[src/rtl/custom_vector_collector_pkg.sv]
// Shared types and sizing helpers for the serial-to-vector collector.
package custom_vector_collector_pkg;

    typedef enum logic {
        FILL = 1'b0,
        HOLD = 1'b1
    } state_t;

    // Width needed to count 0..n inclusive.
    function automatic int CNT_W(input int n);
        return $clog2(n + 1);
    endfunction

endpackage

[src/rtl/custom_vector_collector_slot_counter.sv]
// Slot index counter for the collector: increment with wrap at the last slot,
// load-to-1 for the "element taken while vector leaves" case, and clear.
module vector_slot_counter
    import custom_vector_collector_pkg::*;
#(
    parameter int NUM_INPUTS = 8
) (
    input  logic                            clk,
    input  logic                            rst,
    input  logic                            i_inc,
    input  logic                            i_load1,
    input  logic                            i_clr,
    output logic [CNT_W(NUM_INPUTS)-1:0]    o_cnt,
    output logic                            o_last
);

    localparam int CW = CNT_W(NUM_INPUTS);

    logic [CW-1:0] r_cnt;

    assign o_cnt  = r_cnt;
    assign o_last = (r_cnt == CW'(NUM_INPUTS - 1));

    always_ff @(posedge clk or posedge rst) begin
        if (rst) begin
            r_cnt <= '0;
        end else if (i_clr) begin
            r_cnt <= '0;
        end else if (i_load1) begin
            // A single-slot vector never has a partially filled state.
            r_cnt <= (NUM_INPUTS > 1) ? CW'(1) : '0;
        end else if (i_inc) begin
            r_cnt <= o_last ? '0 : r_cnt + CW'(1);
        end
    end

endmodule

[src/rtl/custom_vector_collector.sv]
// Packs NUM_INPUTS serial elements into one vector for custom_vector_adder.
// Optional running sum on out_sum when CUSTOM_VECTOR_COLLECTOR_SUM_EN is defined.
module custom_vector_collector
    import custom_vector_collector_pkg::*;
#(
    parameter int NUM_INPUTS  = 8,
    parameter int INPUT_WIDTH = 8
) (
    input  logic                                clk,
    input  logic                                rst,
    input  logic                                in_vld,
    output logic                                in_rdy,
    input  logic [INPUT_WIDTH-1:0]              in_data,
    input  logic                                in_flush,
    output logic                                out_vld,
    input  logic                                out_rdy,
    output logic [NUM_INPUTS*INPUT_WIDTH-1:0]   out_vector,
    output logic [CNT_W(NUM_INPUTS)-1:0]        fill_cnt
`ifdef CUSTOM_VECTOR_COLLECTOR_SUM_EN
    ,
    output logic [INPUT_WIDTH-1:0]              out_sum
`endif
);

    localparam int CW = CNT_W(NUM_INPUTS);

    state_t                                 r_state;
    state_t                                 w_state_nxt;
    logic [NUM_INPUTS-1:0][INPUT_WIDTH-1:0] r_slots;
    logic [CW-1:0]                          w_cnt;
    logic                                   w_last;
    logic                                   w_hs_in;
    logic                                   w_hs_out;
    logic                                   w_wr_en;
    logic                                   w_cnt_inc;
    logic                                   w_cnt_load1;
    logic                                   w_cnt_clr;

    // in_rdy is held low during reset so nothing is accepted mid-reset.
    assign out_vld  = (r_state == HOLD);
    assign in_rdy   = !rst && (!out_vld || out_rdy);
    assign w_hs_in  = in_vld && in_rdy;
    assign w_hs_out = out_vld && out_rdy;

    assign out_vector = r_slots;
    assign fill_cnt   = w_cnt;

    vector_slot_counter #(
        .NUM_INPUTS (NUM_INPUTS)
    ) u_cnt (
        .clk     (clk),
        .rst     (rst),
        .i_inc   (w_cnt_inc),
        .i_load1 (w_cnt_load1),
        .i_clr   (w_cnt_clr),
        .o_cnt   (w_cnt),
        .o_last  (w_last)
    );

    always_ff @(posedge clk or posedge rst) begin
        if (rst) r_state <= FILL;
        else     r_state <= w_state_nxt;
    end

    always_comb begin
        w_state_nxt = r_state;
        w_wr_en     = 1'b0;
        w_cnt_inc   = 1'b0;
        w_cnt_load1 = 1'b0;
        w_cnt_clr   = 1'b0;
        case (r_state)
            FILL: begin
                // Flush beats a coincident element; the element is dropped.
                if (in_flush) begin
                    w_cnt_clr = 1'b1;
                end else if (w_hs_in) begin
                    w_wr_en   = 1'b1;
                    w_cnt_inc = 1'b1;
                    if (w_last) w_state_nxt = HOLD;
                end
            end
            HOLD: begin
                if (w_hs_out) begin
                    if (w_hs_in) begin
                        w_wr_en = 1'b1;
                        if (NUM_INPUTS == 1) begin
                            w_state_nxt = HOLD;
                        end else begin
                            w_state_nxt = FILL;
                            w_cnt_load1 = 1'b1;
                        end
                    end else begin
                        w_state_nxt = FILL;
                    end
                end
            end
            default: w_state_nxt = FILL;
        endcase
    end

    // The counter is 0 throughout HOLD, so w_cnt also addresses slot 0 there.
    always_ff @(posedge clk or posedge rst) begin
        if (rst) begin
            r_slots <= '0;
        end else begin
            for (int i = 0; i < NUM_INPUTS; i++) begin
                if (w_wr_en && (w_cnt == CW'(i))) r_slots[i] <= in_data;
            end
        end
    end

`ifdef CUSTOM_VECTOR_COLLECTOR_SUM_EN
    logic [INPUT_WIDTH-1:0] r_sum;

    always_ff @(posedge clk or posedge rst) begin
        if (rst) begin
            r_sum <= '0;
        end else if (r_state == FILL && in_flush) begin
            r_sum <= '0;
        end else if (w_wr_en) begin
            r_sum <= (w_cnt == '0) ? in_data : r_sum + in_data;
        end
    end

    assign out_sum = r_sum;
`endif

endmodule

[config.mk]
export PLATFORM = sky130hd
export DESIGN_NAME = custom_vector_collector
export DESIGN_NICKNAME = d
export VERILOG_FILES = /design/src/rtl/custom_vector_collector_pkg.sv /design/src/rtl/custom_vector_collector_slot_counter.sv /design/src/rtl/custom_vector_collector.sv
export SDC_FILE = /design/constraint.sdc
export NUM_CORES = 1
export LEC_CHECK = 0
export ABC_AREA = 1
export CAP_MARGIN = 0
export CORE_ASPECT_RATIO = 1.2
export CORE_MARGIN = 4
export CORE_UTILIZATION = 30
export DETAILED_ROUTE_END_ITERATION = 6
export GPL_TIMING_DRIVEN = 1
export PLACE_DENSITY = 0.62
export SYNTH_ARGS = -nofsm -noshare
export SYNTH_HDL_FRONTEND = slang
export SYNTH_SLANG_ARGS = --single-unit
[constraint.sdc]
create_clock -name clk -period 2.6 [get_ports clk]
set_clock_uncertainty 0.05 [all_clocks]
set_input_delay 0.39 -clock clk [delete_from_list [all_inputs] [get_ports clk]]
set_output_delay 0.39 -clock clk [all_outputs]
set_load 0.02 [all_outputs]
==> flow_summary.yaml, run 1 <==
global_route:
  grt_start_max_net_pins: 69
  grt_pass1_vias: 2471
  antenna_found_initial: 0
  grt.overflow.total: 0
  grt_pass1_wl_um: 13200
  grt_use_total_pct: 14.2
sta:
  clock.fmax_ghz: 0.480
  finalSetupViolCount: 0
  setup_ws_ns: 0.516
  max-slew-margin-rel_pct: 42.7
  slew_violations: 0
  hold_viol_final: 0
  period_share_pct: 80.2
  tns_ns: 0
  hold_ws_ns: 0.218
  post-route-min-period_ns: 2.08
  tightestPinTransition_ns: 0.860
  rsz0062_at_grt: "false"
clocking:
  cts_hold_buf: 0
  clk_latency_ns: 0.33
  cts_resized: 0
  cts_setup_buffers: 0
  clk_pin_slew_worst_paths_ns: 0.05
  cts_sinks: 69
  ctsHtreeMaxLevel: 3
  cts_made_buffers: 9
  cts_buffer_depth: 2
  cts_tree: "done"
  cts_root_buffer: "clkbuf_16"
synth:
  synthFlopType: "dfrtp_1"
  async_flop_share_pct: 100
  synthTopCellsByCount: "141 x nand2_1, 70 x nand3_1, 69 x dfrtp_1"
  synth_fp_nets: 362
  synth.yosys.seq_area_share_pct: 55.9
  syn_inst: 345
  synth_top_area_share_pct: 55.9
  avgSynthCellArea_um2: 8.96
  syn-cell-area_um2: 3090
  synth_area_leaders: "dfrtp_1 56%, nand2_1 17%, nand3_1 11%"
  post-synth-top-count-cell: "nand2_1"
  ys_types: 21
  yosysWarnings: 0
  synth_seq_cells: 69
  synth_top_area_cell: "dfrtp_1"
  synth_edf_count: 0
floorplanning:
  io_pins: 83
  num_rows: 40
  die_area_um2: 12000
  initial_core_util_pct: 30.7
  dieWidth_um: 101
  die_y_um: 119
  coreArea_um2: 10100
route:
  ant_nets: 0
  route.detailed.drc: 0
  num_vias: 2563
  dr.pass1.iters: 4
  via_per_inst: 4.62
  wirelength_um: 8020
  drtIter0Drc: 135
  detail_route.wl_per_cell_um: 14.5
finish:
  syn_to_final_growth_pct: 38.4
  instances_no_fill: 555
  nets: 442
  drive_above_1_share_pct: 9.09
  antenna_cells: 0
critical_path:
  reg2reg_to: "out_vector[29]"
  cp_max_fo: 3
  cp-start-kind: "input port"
  worst_setup_path_end_kind: "output port"
  critPathKind: "input port to output port"
  r2r_cells: 7
  crit_path_start: "out_rdy"
  cp-endpoint: "in_rdy"
  worst-r2r-setup-slack_ns: 0.79
  rr_startpoint: "out_vld"
  crit_required_ns: 2.16
  cp.arrival_ns: 1.64
power:
  power_density_nw_per_um2: 641
  ir_drop_mv: 0.291
  leakage_nw: 2.20
place:
  dp_cells: 540
  portBuffers: 82
  pre_cts_slack_ns: 0.392
  gp_congestion: 0.730
  hpwl_um: 5670
status:
  outcome: "finished, final reports clean"
job:
  drv_cap: 0
min_path:
  hp-class: "input port to async pin"
==> power breakdown <==
part	internal [W]	switching, W
logic	0.000175	0.000235
registers	0.00115	0.0000450
clock network	0.000717	0.000425
total	0.00204	0.000705
==> worst min path at each step <==
stage                              start        endpoint  slack, ns
final                                rst         out_vld       0.22
after detailed placement  out_vector[38]  out_vector[38]       0.41
after global routing                 rst         out_vld       0.21
after CTS                            rst         out_vld       0.21
after global placement    out_vector[38]  out_vector[38]       0.41
after floorplan                  out_rdy         out_vld       0.44
==> worst max-delay path, cell delays in order <==
cell and delay (ns):
clkdlybuf4s50_1 0.51, nor2_1 0.06, nor2_1 0.08, clkdlybuf4s50_1 0.61
==> cells by family (layout without fill, tap and decap cells) <==
| family | count (synthesis) | count (layout) | synth area share (%) |
|---|---|---|---|
| AOI/OAI and AO/OA | 2 | 2 | 0.324 |
| xor gates and xnor gates | 1 | 1 | 0.283 |
| adders and majority gates | 4 | 4 | 1.62 |
| and+or+nand+nor | 239 | 239 | 37.0 |
| buffers and inverters | 30 | 114 | 4.86 |
| DFF | 69 | 69 | 55.9 |
==> cell type report <==
type / count / area, µm²
timing repair buffer: 86 / 851
clock inverter: 1 / 5.00
inverter: 13 / 48.8
clock buffer: 14 / 274
multi-input combinational: 246 / 1210
tap: 126 / 158
sequential: 69 / 1730
fill: 990 / 5780
==> sequential cells by signal, summed over array words and instances (netlist names) <==
register / count
out_vector: 64
u_cnt.o_cnt: 4
out_vld: 1
==> placed cells by master (no fill, tap or decap), drive strengths merged <==
master and instances:
nor2 13, xor2 1, clkbuf 14, clkinv 1
buf 4, nand4 4, or2 1, dfrtp 69
ha 4, inv 13, nand2 151, clkdlybuf4s50 82
nand3 70, o21ai 2
==> through the flow <==
step | instance area (µm²) | util [%] | power [W]
2_1_floorplan | 3090 | - | 0.00141
3_3_place_gp | 4000 | 39.7 | 0.00162
3_5_place_dp | 4000 | 39.7 | 0.00163
4_1_cts | 4280 | 42.5 | 0.00277
5_1_grt | 4280 | 42.5 | 0.00286
6_report | 4280 | 42.5 | 0.00274
==> routing by layer <==
metal  part of all wire, %  wire [µm]  vias up  GRT usage (%)
met1                    44       3540     1206           18.6
met3                   5.2        419       14           2.93
li1                      -          -     1263              -
met4                   2.2        177        0           6.66
met2                    48       3890       80           22.3
met5                     0          0        -              0
No activity file was read; power rests on OpenSTA's default activity.
==> run 2: changes to the inputs <==
clock period = 2.2 ns   (was 2.6 ns; I/O delays follow)
==> flow_summary.yaml, run 2 (same netlist as run 1, synthesis figures left out) <==
clocking:
  cts_buffer_depth: 2
  cts_sinks: 69
  clk_latency_ns: 0.33
  cts_setup_buffers: 0
  cts_made_buffers: 9
  cts_tree: "done"
  clk_pin_slew_worst_paths_ns: 0.05
  cts_hold_buf: 0
  ctsHtreeMaxLevel: 3
  cts_root_buffer: "clkbuf_16"
  cts_resized: 0
power:
  netSwitchingFraction_pct: 25.7
  ir_drop_mv: 0.344
  intPower_w: 0.00237
  power.switching_w: 0.000818
  leakage_nw: 2.21
  comb_power_share_pct: 15.3
  seq_power_share_pct: 44.1
  power_density_nw_per_um2: 743
  clkPwrFrac_pct: 40.6
sta:
  rsz0062_at_grt: "false"
  finalSetupViolCount: 0
  post-route-min-period_ns: 1.96
  tightestPinTransition_ns: 0.874
  period_share_pct: 89.2
  tns_ns: 0
  clock.fmax_ghz: 0.510
  hold_viol_final: 0
  hold_ws_ns: 0.419
  slew_violations: 0
  max-slew-margin-rel_pct: 41.7
floorplanning:
  num_rows: 40
  die_area_um2: 12000
  io_pins: 83
  coreArea_um2: 10100
  dieWidth_um: 101
  die_y_um: 119
  initial_core_util_pct: 30.7
finish:
  drive_above_1_share_pct: 9.11
  largest_reg_flops: 64
  multiInputGateArea_um2: 1210
  final_cell_mix: "141 x nand2_1, 82 x clkdlybuf4s50_1, 70 x nand3_1"
  syn_to_final_growth_pct: 38.9
  n_fill_cell: 1000
  nets: 442
  seqCellArea_um2: 1730
  antenna_cells: 0
  final_common_cell: "nand2_1"
critical_path:
  crit_path_start: "out_rdy"
  critPathKind: "input port to output port"
  worst_setup_path_end_kind: "output port"
  cp-start-kind: "input port"
  cp_max_fo: 3
  crit_required_ns: 1.82
  r2r_cells: 8
  cp.arrival_ns: 1.58
  rr_startpoint: "u_cnt.o_cnt[0]"
route:
  num_vias: 2554
  route.detailed.drc: 0
  wirelength_um: 7970
  drtIter0Drc: 150
  detail_route.wl_per_cell_um: 14.4
  dr.pass1.iters: 4
  ant_nets: 0
  via_per_inst: 4.61
place:
  portBuffers: 82
  hpwl_um: 5650
  gp_congestion: 0.758
global_route:
  grt_use_total_pct: 13.6
  grt_pass1_wl_um: 12700
  grt.overflow.total: 0
  grt_start_max_net_pins: 70
  antenna_found_initial: 0
  grt_pass1_vias: 2457
status:
  outcome: "finished, final reports clean"
min_path:
  hp-start: "out_vector[5]"
  worstHoldPathCells: 2
  hp-class: "register to register"
job:
  drv_cap: 0
run 2: changes by cell type in the layout (fill, tap and decap cells not counted):
cell / delta
clkbuf_1: -1
clkbuf_8: -1
inv_2: -1
clkinv_2: +1
inv_4: +1
buf_12: +2
buf_4: -2
run 2: worst paths after layout:
kind | slack, ns | to
worst max-delay path | 0.24 | in_rdy
worst min-delay path | 0.42 | out_vector[5]
worst max register to register | 0.48 | u_cnt.o_cnt[3]
worst min register to register | 0.42 | out_vector[5]
max in group asynchronous | 0.89 | out_vector[3]
min in group asynchronous | 0.63 | out_vld
run 2: final cells by class:
cell class                 count  area share [%]
clock inverter                 2           0.233
sequential                    69            40.2
clock buffer                  12            5.98
timing repair buffer          86            20.4
inverter                      13            1.20
tap                          126            3.67
multi-input combinational    246            28.3
run 2: power groups by stage:
stage               registers [W]  logic, W  clock network (W)
floorplan                 0.00152  0.000150                  0
global route              0.00142  0.000524            0.00137
CTS                       0.00141  0.000500            0.00132
finish                    0.00141  0.000489            0.00130
detailed placement        0.00143  0.000499                  0
global placement          0.00143  0.000492                  0
run 2: critical path, cell delays in order:
cell             delay (ns)
clkdlybuf4s50_1        0.51
nor2_1                 0.06
nor2_1                 0.08
clkdlybuf4s50_1        0.61
run 2: per-stage QoR:
stage / power, W / cells / cell area, µm² / util, % / setup slack (ns)
final: 0.00319 / 554 / 4290 / 42.7 / 0.238
after floorplan: 0.00167 / 345 / 3090 / - / 0.330
after CTS: 0.00323 / 554 / 4290 / 42.7 / 0.225
after detailed placement: 0.00193 / 540 / 4030 / 40.0 / 0.238
after global routing: 0.00331 / 554 / 4290 / 42.7 / 0.181
after global placement: 0.00192 / 540 / 4030 / 40.0 / 0.237
run 2: metal layers:
| layer | GRT usage, % | vias to the layer above | share of wire, % |
|---|---|---|---|
| met3 | 3.63 | 13 | 6.0 |
| met2 | 22.3 | 72 | 49 |
| met1 | 16.7 | 1205 | 43 |
| met4 | 5.81 | 0 | 1.8 |
| li1 | - | 1264 | - |
| met5 | 0 | - | 0 |
==> run 3: changes to the inputs <==
GPL_ROUTABILITY_DRIVEN = 0   (was default)
==> results of run 3 <==
Same layout as run 2: the final DEF is identical, and so are final timing and power.
